### config.mk
export PLATFORM = sky130hd
export DESIGN_NAME = scs8hd_a4oi_pipe_flat
export DESIGN_NICKNAME = d
export VERILOG_FILES = /design/src/rtl/scs8hd_a4oi_pipe_if.sv /design/src/rtl/scs8hd_a4oi_pipe.sv /design/src/flat_wrapper.sv
export SDC_FILE = /design/constraint.sdc
export NUM_CORES = 1
export LEC_CHECK = 0
export CORE_AREA = 3 3 59 61
export CTS_CLUSTER_SIZE = 16
export DETAILED_ROUTE_END_ITERATION = 8
export DIE_AREA = 0 0 62 64
export GPL_ROUTABILITY_DRIVEN = 0
export PLACE_DENSITY_LB_ADDON = 0.08
export SYNTH_ARGS = -nofsm -noshare
export SYNTH_HDL_FRONTEND = slang
export SYNTH_SLANG_ARGS = --single-unit
### constraint.sdc
create_clock -name CLK -period 2 [get_ports CLK]
set_clock_uncertainty 0.1 [all_clocks]
set_input_delay 0.2 -clock CLK [delete_from_list [all_inputs] [get_ports CLK]]
set_output_delay 0.2 -clock CLK [all_outputs]
set_load 0.01 [all_outputs]
### src/rtl/scs8hd_a4oi_pipe_if.sv
// Bundle for the AOI pipeline: upstream valid/ready, operands, downstream valid/ready, result, counter.
// Valid/ready: a transfer happens on a rising edge where valid & ready are both high; once valid is
// raised the producer holds it and its payload stable until that transfer, and valid never waits on ready.
interface scs8hd_a4oi_pipe_if #(
    parameter int CHANNELS = 4,
    parameter int N_AND    = 4,
    parameter int CNT_W    = 16
);
    logic                      in_valid;
    logic                      in_ready;
    logic [CHANNELS*N_AND-1:0] A;
    logic [CHANNELS-1:0]       B1;
    logic [N_AND-1:0]          A_mask;
    logic                      out_valid;
    logic                      out_ready;
    logic [CHANNELS-1:0]       Y;
    logic [CNT_W-1:0]          xfer_count;

    modport master (
        output in_valid, A, B1, A_mask, out_ready,
        input  in_ready, out_valid, Y, xfer_count
    );

    modport slave (
        input  in_valid, A, B1, A_mask, out_ready,
        output in_ready, out_valid, Y, xfer_count
    );
endinterface

### src/rtl/scs8hd_a4oi_pipe.sv
// Multi-channel masked AND-OR-INVERT evaluator feeding a DEPTH-stage elastic valid/ready pipeline,
// with a wrapping count of completed output transfers.
module scs8hd_a4oi_pipe #(
    parameter int CHANNELS = 4,
    parameter int N_AND    = 4,
    parameter int DEPTH    = 2,
    parameter int INVERT   = 1,
    parameter int CNT_W    = 16
) (
    input logic               CLK,
    input logic               RESET,
    scs8hd_a4oi_pipe_if.slave bus
);

    if ((DEPTH < 1) || (DEPTH > 4)) begin : g_depth_err
        $error("scs8hd_a4oi_pipe: DEPTH=%0d outside 1..4", DEPTH);
    end
    if (N_AND < 1) begin : g_nand_err
        $error("scs8hd_a4oi_pipe: N_AND=%0d must be >= 1", N_AND);
    end

    logic [DEPTH-1:0]    v;
    logic [CHANNELS-1:0] data [DEPTH];
    logic [DEPTH-1:0]    advance;
    logic [DEPTH-1:0]    load;
    logic [CHANNELS-1:0] eval;
    logic [CNT_W-1:0]    count_q;

    always_comb begin
        logic [N_AND-1:0] a_eff;
        logic             or_term;
        a_eff   = '0;
        or_term = 1'b0;
        eval    = '0;
        for (int c = 0; c < CHANNELS; c++) begin
            a_eff   = bus.A[c*N_AND +: N_AND] | ~bus.A_mask;
            or_term = (&a_eff) | bus.B1[c];
            eval[c] = (INVERT != 0) ? ~or_term : or_term;
        end
    end

    // A stage empties this cycle if the output drains or any stage downstream of it is a bubble;
    // this is the unrolled form of advance[k] = ~v[k+1] | advance[k+1].
    always_comb begin
        advance = '0;
        for (int k = 0; k < DEPTH; k++) begin
            advance[k] = bus.out_ready;
            for (int j = k + 1; j < DEPTH; j++) begin
                if (!v[j]) advance[k] = 1'b1;
            end
        end
    end

    assign load = ~v | advance;

    always_ff @(posedge CLK) begin
        if (RESET) begin
            v       <= '0;
            count_q <= '0;
            for (int k = 0; k < DEPTH; k++) data[k] <= '0;
        end else begin
            if (load[0]) begin
                v[0] <= bus.in_valid;
                if (bus.in_valid) data[0] <= eval;
            end
            for (int k = 1; k < DEPTH; k++) begin
                if (load[k]) begin
                    v[k] <= v[k-1];
                    if (v[k-1]) data[k] <= data[k-1];
                end
            end
            if (v[DEPTH-1] && bus.out_ready) count_q <= count_q + CNT_W'(1);
        end
    end

    // Held low through reset so nothing presented in the reset cycle looks accepted.
    assign bus.in_ready   = ~RESET & load[0];
    assign bus.out_valid  = v[DEPTH-1];
    assign bus.Y          = data[DEPTH-1];
    assign bus.xfer_count = count_q;

endmodule

### src/flat_wrapper.sv
// flat-port wrapper written by rule: the top's interface ports become plain ports
module scs8hd_a4oi_pipe_flat 
#(
    parameter int CHANNELS = 4,
    parameter int N_AND    = 4,
    parameter int DEPTH    = 2,
    parameter int INVERT   = 1,
    parameter int CNT_W    = 16
)
  (CLK, RESET, bus_in_valid, bus_A, bus_B1, bus_A_mask, bus_out_ready, bus_in_ready, bus_out_valid, bus_Y, bus_xfer_count);
  scs8hd_a4oi_pipe_if #(.CHANNELS(CHANNELS), .N_AND(N_AND), .CNT_W(CNT_W)) bus_i ();
  input logic CLK;
  input logic RESET;
  input wire logic [$bits(bus_i.in_valid)-1:0] bus_in_valid;
  input wire logic [$bits(bus_i.A)-1:0] bus_A;
  input wire logic [$bits(bus_i.B1)-1:0] bus_B1;
  input wire logic [$bits(bus_i.A_mask)-1:0] bus_A_mask;
  input wire logic [$bits(bus_i.out_ready)-1:0] bus_out_ready;
  output wire logic [$bits(bus_i.in_ready)-1:0] bus_in_ready;
  output wire logic [$bits(bus_i.out_valid)-1:0] bus_out_valid;
  output wire logic [$bits(bus_i.Y)-1:0] bus_Y;
  output wire logic [$bits(bus_i.xfer_count)-1:0] bus_xfer_count;
  assign bus_i.in_valid = bus_in_valid;
  assign bus_i.A = bus_A;
  assign bus_i.B1 = bus_B1;
  assign bus_i.A_mask = bus_A_mask;
  assign bus_i.out_ready = bus_out_ready;
  assign bus_in_ready = bus_i.in_ready;
  assign bus_out_valid = bus_i.out_valid;
  assign bus_Y = bus_i.Y;
  assign bus_xfer_count = bus_i.xfer_count;
  scs8hd_a4oi_pipe #(.CHANNELS(CHANNELS), .N_AND(N_AND), .DEPTH(DEPTH), .INVERT(INVERT), .CNT_W(CNT_W)) u_core (.CLK(CLK), .RESET(RESET), .bus(bus_i));
endmodule
==> out/results.ini, run 1 <==
[yosys]
syn-cell-area_sq_um=1270
synth_nets=167
yosys-top-cells-area=dfxtp_1, edfxtp_1, nor2_1, xor2_1, inv_1
yosys_warnings=0
ys_seq_elements=26
synth_cells=138
ys_types=30
synth_top_area_share_pct=28.4
ys_seq_area_share_pct=47.4
avgSynthCellArea_sq_um=9.18
yosysTopAreaCell=dfxtp_1

[timing]
worst_slew_pin_slew_ns=0.412
rsz0062_at_grt=no
setup_viol=0
clock.fmax_mhz=570
fin_crit_sh_pct=87.8
relSlewSlack_pct=72.5
setup_ws_ns=0.245
layout_min_cycle_time_ns=1.76
hold_viol_final=0
report.final.slew_viol_count=0

[routing]
met2_length_um=1390
top_layer=met4
routedWlPerCell_um=12.0
vias=1139
postRouteAntennaNets=0
wl_met1_um=1250
drt_pass1_iterations=4
drc_errors=0
dr_wl_met3_um=160
first_iter_violations=35
wl_um=2820
via_per_inst=4.85

[clock_tree]
cts_resized=3
postCtsSetupRepairBufs=0
clk_pin_slew_worst_paths_ns=0.13
clk_path_buf_depth=2
ctsRootBufferMaster=clkbuf_4
htree_levels=1
cts_tree=built
numClockSinks=26
hold_buffers=0
clock_latency_ns=0.31
cts_buffers=3

[die]
initial_utilization_pct=41.9
coreArea_sq_um=3030
dieArea_sq_um=3970
dieHeight_um=64
row_count=20
fp.dieW_um=62
io_pins=50

[power_and_ir_drop]
p_leak_nw=0.724
p_total_w=0.000915
p_per_area_nw_per_um2=495
ir_drop_v=0.000370

[place]
hpwl_um=2350
numPortBuffers=49
dp_slack_ns=-0.0716

[finish]
antennaDiodeCount=0
fin_nets=221
nFillCells=281
drive_gt1_share_pct=6.81
multiInputGateArea_sq_um=581
regArea_sq_um=602
syn_to_final_growth_pct=45.9

[setup_path]
path_cells=nor2b_1 > and2_1 > nor2_1 > dlygate4sd2_1
path_class=flop to primary output
start_kind=flop
max_stage_delay_ns=0.41
r2r_cells=4
critical_path.top_delay_family=simple AND/OR/NAND/NOR gates
path_max_fanout=7
slowest_stage=dfxtp_2
end_kind=primary output
worstPathArrival_ns=1.46
path_buf_inv=1
timing.rr.start=u_core.bus.xfer_count[0]
worstReg2RegEnd=u_core.bus.xfer_count[11]
worst-endpoint-required_ns=1.70
r2r_slack_ns=0.33

[run]
max_cap_viol_count=0

[outcome]
status=finished clean

[hold_path]
worstHoldPathType=input pin to flop
worstHoldStart=bus_out_ready
hold_depth=3
min_to=u_core.bus.xfer_count[1]

[global_routing]
grt_pass1_wl_um=4820
grt_start_max_net_pins=20
antenna_found_initial=0
grt_overflow_total=0
grt_pass1_vias=1187
grt.total_usage_pct=15.5

==> worst reg2reg max path, stage by stage (launching register included) <==
cell and delay [ns]:
dfxtp_1 0.42, nand2_1 0.18, nor4_4 0.34, and3_1 0.22
mux2_1 0.31
==> state kept, by name, summed over array words and instances (netlist names) <==
register               count
u_core.bus.xfer_count     16
u_core.data                8
u_core.v                   2
==> power breakdown <==
part           internal [W]  switching [W]  total (W)
registers          0.000561     0.00000716   0.000568
logic             0.0000810      0.0000497   0.000131
clock network     0.0000728       0.000144   0.000217
==> routing by layer <==
metal	vias up	GRT usage [%]
li1	581	-
met2	40	27.1
met5	-	0
met3	2	4.04
met1	516	18.7
met4	0	2.65
==> cell type report <==
class / instances / area share, %
Multi-Input combinational cell: 93 / 31.4
Timing Repair Buffer: 56 / 29.2
Clock inverter: 1 / 0.203
Sequential cell: 26 / 32.5
Tap cell: 44 / 2.98
Clock buffer: 3 / 1.22
Inverter: 12 / 2.44
==> how the worst max path moves through the flow <==
stage | endpoint | startpoint | slack [ns] | depth (start not counted)
3_3_place_gp | u_core.bus.xfer_count[11] | bus_out_ready | -0.03 | 5
4_1_cts | bus_in_ready | u_core.v[1] | 0.22 | 4
6_report | bus_in_ready | u_core.v[1] | 0.24 | 4
5_1_grt | bus_in_ready | u_core.v[1] | 0.10 | 4
2_1_floorplan | u_core.bus.xfer_count[11] | u_core.v[1] | 0.34 | 4
3_5_place_dp | u_core.bus.xfer_count[11] | bus_out_ready | -0.07 | 5
==> per-stage QoR <==
step                util (%)  setup TNS [ns]  area [sq um]  hold slack [ns]  std cells
floorplan                  -               0          1270            0.221        138
global placement        60.2         -0.0274          1820            0.381        231
detailed placement      60.2          -0.121          1820            0.384        231
CTS                     61.1               0          1850            0.277        235
global route            61.1               0          1850            0.305        235
finish                  61.1               0          1850            0.290        235
==> Yosys cell counts, drive strengths merged <==
library cell	count
nand4	5
nor2b	4
and4	3
a221oi	4
inv	12
clkbuf	2
nor4	1
o22ai	4
nand2	7
and2	7
a21oi	4
nand3	5
o21bai	1
dfxtp	18
edfxtp	8
ha	1
and3	1
nor3	7
xor2	7
or3	3
o21ai	2
xnor2	2
buf	5
a31o	1
nor2	19
nand2b	1
a21o	1
mux2	3
==> kinds of logic after synthesis <==
group           Yosys count  share of synthesized area, %
xor+xnor                  9                          6.22
compound gates           17                          8.98
mux                       3                          2.67
buf+inv                  19                          6.81
simple gates             63                          27.0
fa+ha+maj                 1                         0.987
flops                    26                          47.4
==> layout by cell type (no fill, tap or decap) <==
master	netlist	routed
nor4_4	1	1
nand3_2	1	1
o22ai_1	4	4
a221oi_1	4	4
clkbuf_4	0	3
nor3_1	7	7
and3_1	1	1
a21oi_1	4	4
nand3_1	4	4
o21bai_1	1	1
dfxtp_2	0	1
ha_1	1	1
or3_1	3	3
and2_1	7	7
nand2b_1	1	1
a31o_1	1	1
clkdlybuf4s50_1	0	47
mux2_1	3	3
and4_1	3	3
dlygate4sd2_1	0	2
buf_4	4	7
o21ai_0	2	2
inv_1	12	12
a21o_1	1	1
xnor2_1	2	2
dfxtp_1	18	17
nand4_1	5	5
edfxtp_1	8	8
nand2_1	7	7
nor2_1	19	19
xor2_1	7	7
nor2b_1	4	4
clkinv_1	0	1
Note: power is estimated with default switching activity, not from simulation.
==> run 2, diff against run 1 <==
- CORE_AREA: 3 3 59 61 -> 3 3 62 64
- DIE_AREA: 0 0 62 64 -> 0 0 65 67
- clock period: 2 -> 1.5 ns (I/O delays scaled with it)
==> out/results.ini, run 2 (same netlist as run 1, synthesis figures left out) <==
[clock_tree]
clk_pin_slew_worst_paths_ns=0.14  ; about the same
numClockSinks=26  ; unchanged
cts_buffers=3  ; unchanged
cts_tree=built
htree_levels=1  ; unchanged
ctsRootBufferMaster=clkbuf_4
clk_path_buf_depth=2  ; unchanged
clock_latency_ns=0.32  ; about the same

[power_and_ir_drop]
clkPwrFrac_pct=26.2  ; +2.5 points
p_total_w=0.00131  ; +43%
cell_internal_pwr_w=0.00102  ; +43%
p_per_area_nw_per_um2=601  ; +22%
p_switching_w=0.000284  ; +42%
comb_power_share_pct=16.5  ; +2.2 points
ir_drop_v=0.000281  ; -24%
pwr-share-seq_pct=57.3  ; -4.7 points
p_leak_nw=1.02  ; +41%
switching_share_pct=21.7  ; -0.21 points

[hold_path]
worstHoldPathType=input pin to flop
worstHoldStart=bus_out_ready

[timing]
worst_slew_pin_slew_ns=0.358  ; -0.0537 ns
setup_ws_ns=-0.117  ; -0.362 ns
hold_viol_final=0  ; unchanged
layout_min_cycle_time_ns=1.62
setup_viol=9  ; +9
rsz0062_at_grt=yes
fin_crit_sh_pct=108
tns_ns=-0.528  ; -0.528 ns
relSlewSlack_pct=76.1  ; +3.6 points
report.final.slew_viol_count=0  ; unchanged
clock.fmax_mhz=619

[setup_path]
timing.rr.start=u_core.v[1]
path_class=flop to flop
end_kind=flop
worstPathArrival_ns=1.74  ; +0.28 ns
path_max_fanout=4  ; -3
worst-endpoint-required_ns=1.63  ; -0.07 ns
start_kind=flop
crit_start=u_core.v[1]

[die]
dieHeight_um=67  ; +4.7%
coreArea_sq_um=3340  ; +10%
io_pins=50  ; unchanged
fp.dieW_um=65  ; +4.8%
dieArea_sq_um=4360  ; +9.8%
initial_utilization_pct=38.0  ; -3.9 points
row_count=21  ; +5.0%

[global_routing]
grt_pass1_wl_um=5160  ; +7.2%
grt_pass1_vias=1237  ; +4.2%
grt_start_max_net_pins=22  ; +10%
antenna_found_initial=0  ; unchanged
grt.total_usage_pct=15.1  ; -0.44 points
grt_overflow_total=0  ; unchanged

[routing]
wl_um=3060  ; +8.3%
routedWlPerCell_um=11.7  ; -2.5%
drt_pass1_iterations=4  ; unchanged
vias=1256  ; +10%
drc_errors=0  ; unchanged
first_iter_violations=50  ; +43%
postRouteAntennaNets=0  ; unchanged
via_per_inst=4.81  ; -0.71%

[finish]
largest_register_ffs=16  ; unchanged
syn_to_final_growth_pct=71.7
stdcell_count=261  ; +11%
final_cell_mix=clkdlybuf4s50_1, buf_4, nor2_1, inv_1, dfxtp_2
antennaDiodeCount=0  ; unchanged
nFillCells=294  ; +4.6%
final_cell_area_sq_um=2180  ; +18%
layout_commonest_cell=clkdlybuf4s50_1
fin_nets=245  ; +11%
drive_gt1_share_pct=32.6  ; +26 points

[place]
hpwl_um=2340  ; -0.76%
numPortBuffers=49  ; unchanged
dp.cells=249  ; +7.8%
dp_slack_ns=-0.444  ; -0.372 ns
post_dp_cell_area_sq_um=1980  ; +8.6%

[outcome]
status=finished with violations
violations=negative setup slack

[run]
max_cap_viol_count=0  ; unchanged

[run 2: cell types whose count changed in the layout (fill, tap and decap cells not counted), sizes merged]
| cell | delta |
|---|---|
| buf | +25 |
| clkbuf | +2 |
| clkdlybuf4s50 | -16 |
| clkinv | -1 |
| dlygate4sd2 | +8 |
| dlymetal6s2s | +6 |
[run 2: final timing paths]
path,end,slack (ns),cells after the start
max,u_core.bus.xfer_count[11],-0.12,5
min,u_core.bus.xfer_count[1],0.22,4
max reg2reg,u_core.bus.xfer_count[11],-0.12,5
min reg2reg,u_core.bus.xfer_count[14],0.40,2
[run 2: area by class of cell]
type                       count  area (sq um)  share of cell area, %
clock buffer                   4          36.3                   1.67
inverter                      12          45.0                   2.07
sequential                    26           629                   28.9
timing repair buffer          80           739                   34.0
multi-input combinational     93           668                   30.7
tap                           46          57.6                   2.65
[run 2: what timing repair did]
item	in CTS	in global routing
buffers inserted	5	3
hold endpoints to repair	0	0
gates resized for setup	31	18
pin swaps	7	9
hold buffers	0	0
endpoints found under the setup margin	29	22
[run 2: power by group through the flow]
| stage | logic [W] | clock network, W | registers (W) |
|---|---|---|---|
| floorplan | 0.0000709 | 0 | 0.000769 |
| global placement | 0.000193 | 0 | 0.000766 |
| detailed placement | 0.000197 | 0 | 0.000767 |
| CTS | 0.000207 | 0.000366 | 0.000749 |
| global route | 0.000236 | 0.000382 | 0.000753 |
| finish | 0.000216 | 0.000342 | 0.000750 |
[run 2: metrics by stage]
| step | util (%) | hold slack [ns] |
|---|---|---|
| after floorplan | - | 0.171 |
| after global placement | 59.4 | 0.386 |
| after detailed placement | 59.4 | 0.397 |
| after CTS | 62.8 | 0.378 |
| after global routing | 65.2 | 0.231 |
| final | 65.2 | 0.223 |
[run 2: critical path, stage by stage (launching register included)]
cell and delay [ns]:
dfxtp_4 0.39, buf_12 0.10, nand3_4 0.07, nor4_4 0.34, and3_1 0.22, mux2_4 0.29
[run 2: routing by layer]
metal | routed length, um | share of wire (%) | track usage, % | up-vias
li1 | - | - | - | 629
met1 | 1280 | 42 | 17.9 | 580
met2 | 1500 | 49 | 26.6 | 43
met3 | 245 | 8.0 | 3.71 | 4
met4 | 27 | 0.88 | 4.75 | 0
met5 | 0 | 0 | 0 | -
==> run 3, diff against run 2 <==
- ABC_CLOCK_PERIOD_IN_PS: unset -> 1500
- CELL_PAD_IN_SITES_DETAIL_PLACEMENT: unset -> 2
- CELL_PAD_IN_SITES_GLOBAL_PLACEMENT: unset -> 2
- CORE_AREA: 3 3 62 64 -> 3 3 80 82
- DIE_AREA: 0 0 65 67 -> 0 0 83 85
==> out/results.ini, run 3 (same netlist as run 1, synthesis figures left out) <==
[setup_path]
start_kind=flop
path_class=flop to flop
path_max_fanout=4  ; unchanged
worst-endpoint-required_ns=1.57  ; -0.06 ns
end_kind=flop
worstPathArrival_ns=1.58  ; -0.16 ns
r2r_slack_ns=-0.01  ; +0.11 ns

[timing]
hold_viol_final=0  ; unchanged
clock.fmax_mhz=662  ; +7.1%
setup_viol=1  ; -8
rsz0062_at_grt=yes
relSlewSlack_pct=73.1  ; -3.0 points
setup_ws_ns=-0.00984  ; +0.107 ns
layout_min_cycle_time_ns=1.51  ; -0.107 ns
fin_crit_sh_pct=101  ; -7.1 points
report.final.slew_viol_count=0  ; unchanged
worst_slew_pin_slew_ns=0.403  ; +0.0444 ns

[routing]
dr_wl_met3_um=161  ; -34%
via_per_inst=4.49  ; -6.7%
wl_um=4150  ; +36%
postRouteAntennaNets=0  ; unchanged
first_iter_violations=13  ; -74%
drc_errors=0  ; unchanged
met2_length_um=2250  ; +50%
vias=1288  ; +2.5%
top_layer=met4
routedWlPerCell_um=14.5  ; +23%
wl_met1_um=1710  ; +33%
drt_pass1_iterations=3  ; -1

[die]
io_pins=50  ; unchanged
coreArea_sq_um=5820  ; +74%
dieArea_sq_um=7060  ; +62%
fp.dieW_um=83  ; +28%
row_count=28  ; +33%
dieHeight_um=85  ; +27%
initial_utilization_pct=21.8  ; -16 points

[clock_tree]
clk_path_buf_depth=2  ; unchanged
clk_pin_slew_worst_paths_ns=0.10  ; -0.04 ns
hold_buffers=0  ; unchanged
cts_buffers=3  ; unchanged
htree_levels=1  ; unchanged
ctsRootBufferMaster=clkbuf_8
numClockSinks=26  ; unchanged
cts_tree=built
clock_latency_ns=0.27  ; -0.05 ns

[finish]
fin_nets=242  ; -1.2%
fin_util_pct=37.3  ; -28 points
final_cell_mix=clkdlybuf4s50_1, buf_4, nor2_1, inv_1, dlygate4sd2_1
largest_register_ffs=16  ; unchanged
final_cell_area_sq_um=2170  ; -0.35%
syn_to_final_growth_pct=71.1
layout_commonest_cell=clkdlybuf4s50_1
antennaDiodeCount=0  ; unchanged
drive_gt1_share_pct=30.7  ; -1.9 points

[power_and_ir_drop]
p_leak_nw=0.973  ; -4.3%
p_per_area_nw_per_um2=634  ; +5.4%
p_total_w=0.00137  ; +5.0%
ir_drop_v=0.000273  ; -3.2%

[place]
numPortBuffers=49  ; unchanged
hpwl_um=3380  ; +45%
post_dp_cell_area_sq_um=2030  ; +2.6%

[outcome]
status=finished with violations
violations=negative setup slack

[global_routing]
grt.total_usage_pct=12.3  ; -2.8 points
antenna_found_initial=0  ; unchanged
grt_start_max_net_pins=15  ; -32%
grt_overflow_total=0  ; unchanged
grt_pass1_vias=1523  ; +23%
grt_pass1_wl_um=7110  ; +38%

[hold_path]
worstHoldPathType=flop to flop

[run]
max_cap_viol_count=0  ; unchanged

[run 3: where the power goes]
group	switching (W)	internal [W]	leakage [nW]	total [W]
registers	0.00000815	0.000741	0.240	0.000750
clock network	0.000222	0.000190	0.0228	0.000412
logic	0.0000859	0.000126	0.711	0.000212
total	0.000316	0.00106	0.973	0.00137
[run 3: final timing paths]
kind | to | depth (start not counted) | start
setup / recovery | u_core.bus.xfer_count[11] | 4 | u_core.bus.xfer_count[1]
setup reg to reg | u_core.bus.xfer_count[11] | 4 | u_core.bus.xfer_count[1]
hold / removal | u_core.bus.xfer_count[14] | 2 | u_core.bus.xfer_count[14]
hold reg to reg | u_core.bus.xfer_count[14] | 2 | u_core.bus.xfer_count[14]
[run 3: cell type report]
| class | count | area [sq um] |
|---|---|---|
| fill | 672 | 3650 |
| timing repair buffer | 77 | 689 |
| sequential | 26 | 627 |
| clock buffer | 4 | 45.0 |
| inverter | 12 | 45.0 |
| tap | 75 | 93.8 |
| multi-input combinational | 93 | 668 |
[run 3: stage by stage]
stage / setup slack, ns / cells / TNS (ns) / hold WS (ns)
after floorplan: -0.0323 / 138 / -0.0323 / 0.171
after global placement: -0.475 / 280 / -7.05 / 0.393
after detailed placement: -0.483 / 280 / -7.87 / 0.411
after CTS: -0.0551 / 287 / -0.0892 / 0.407
after global routing: -0.0969 / 287 / -0.354 / 0.440
final: -0.00984 / 287 / -0.00984 / 0.428
[run 3: routing by layer]
metal	up-vias	global-route usage (%)
met5	-	0
met4	0	3.12
met3	2	2.33
met2	30	23.5
met1	635	13.9
li1	621	-
[run 3: critical path: stages (launching register included)]
cell     delay [ns]
dfxtp_4        0.38
nand2_4        0.06
nor4_4         0.35
and3_1         0.22
mux2_4         0.29
[run 3: repair_timing]
item	in CTS	in global routing
gates resized for setup	23	18
setup endpoints to repair	27	20
pin swaps	10	7
buffers inserted	3	0
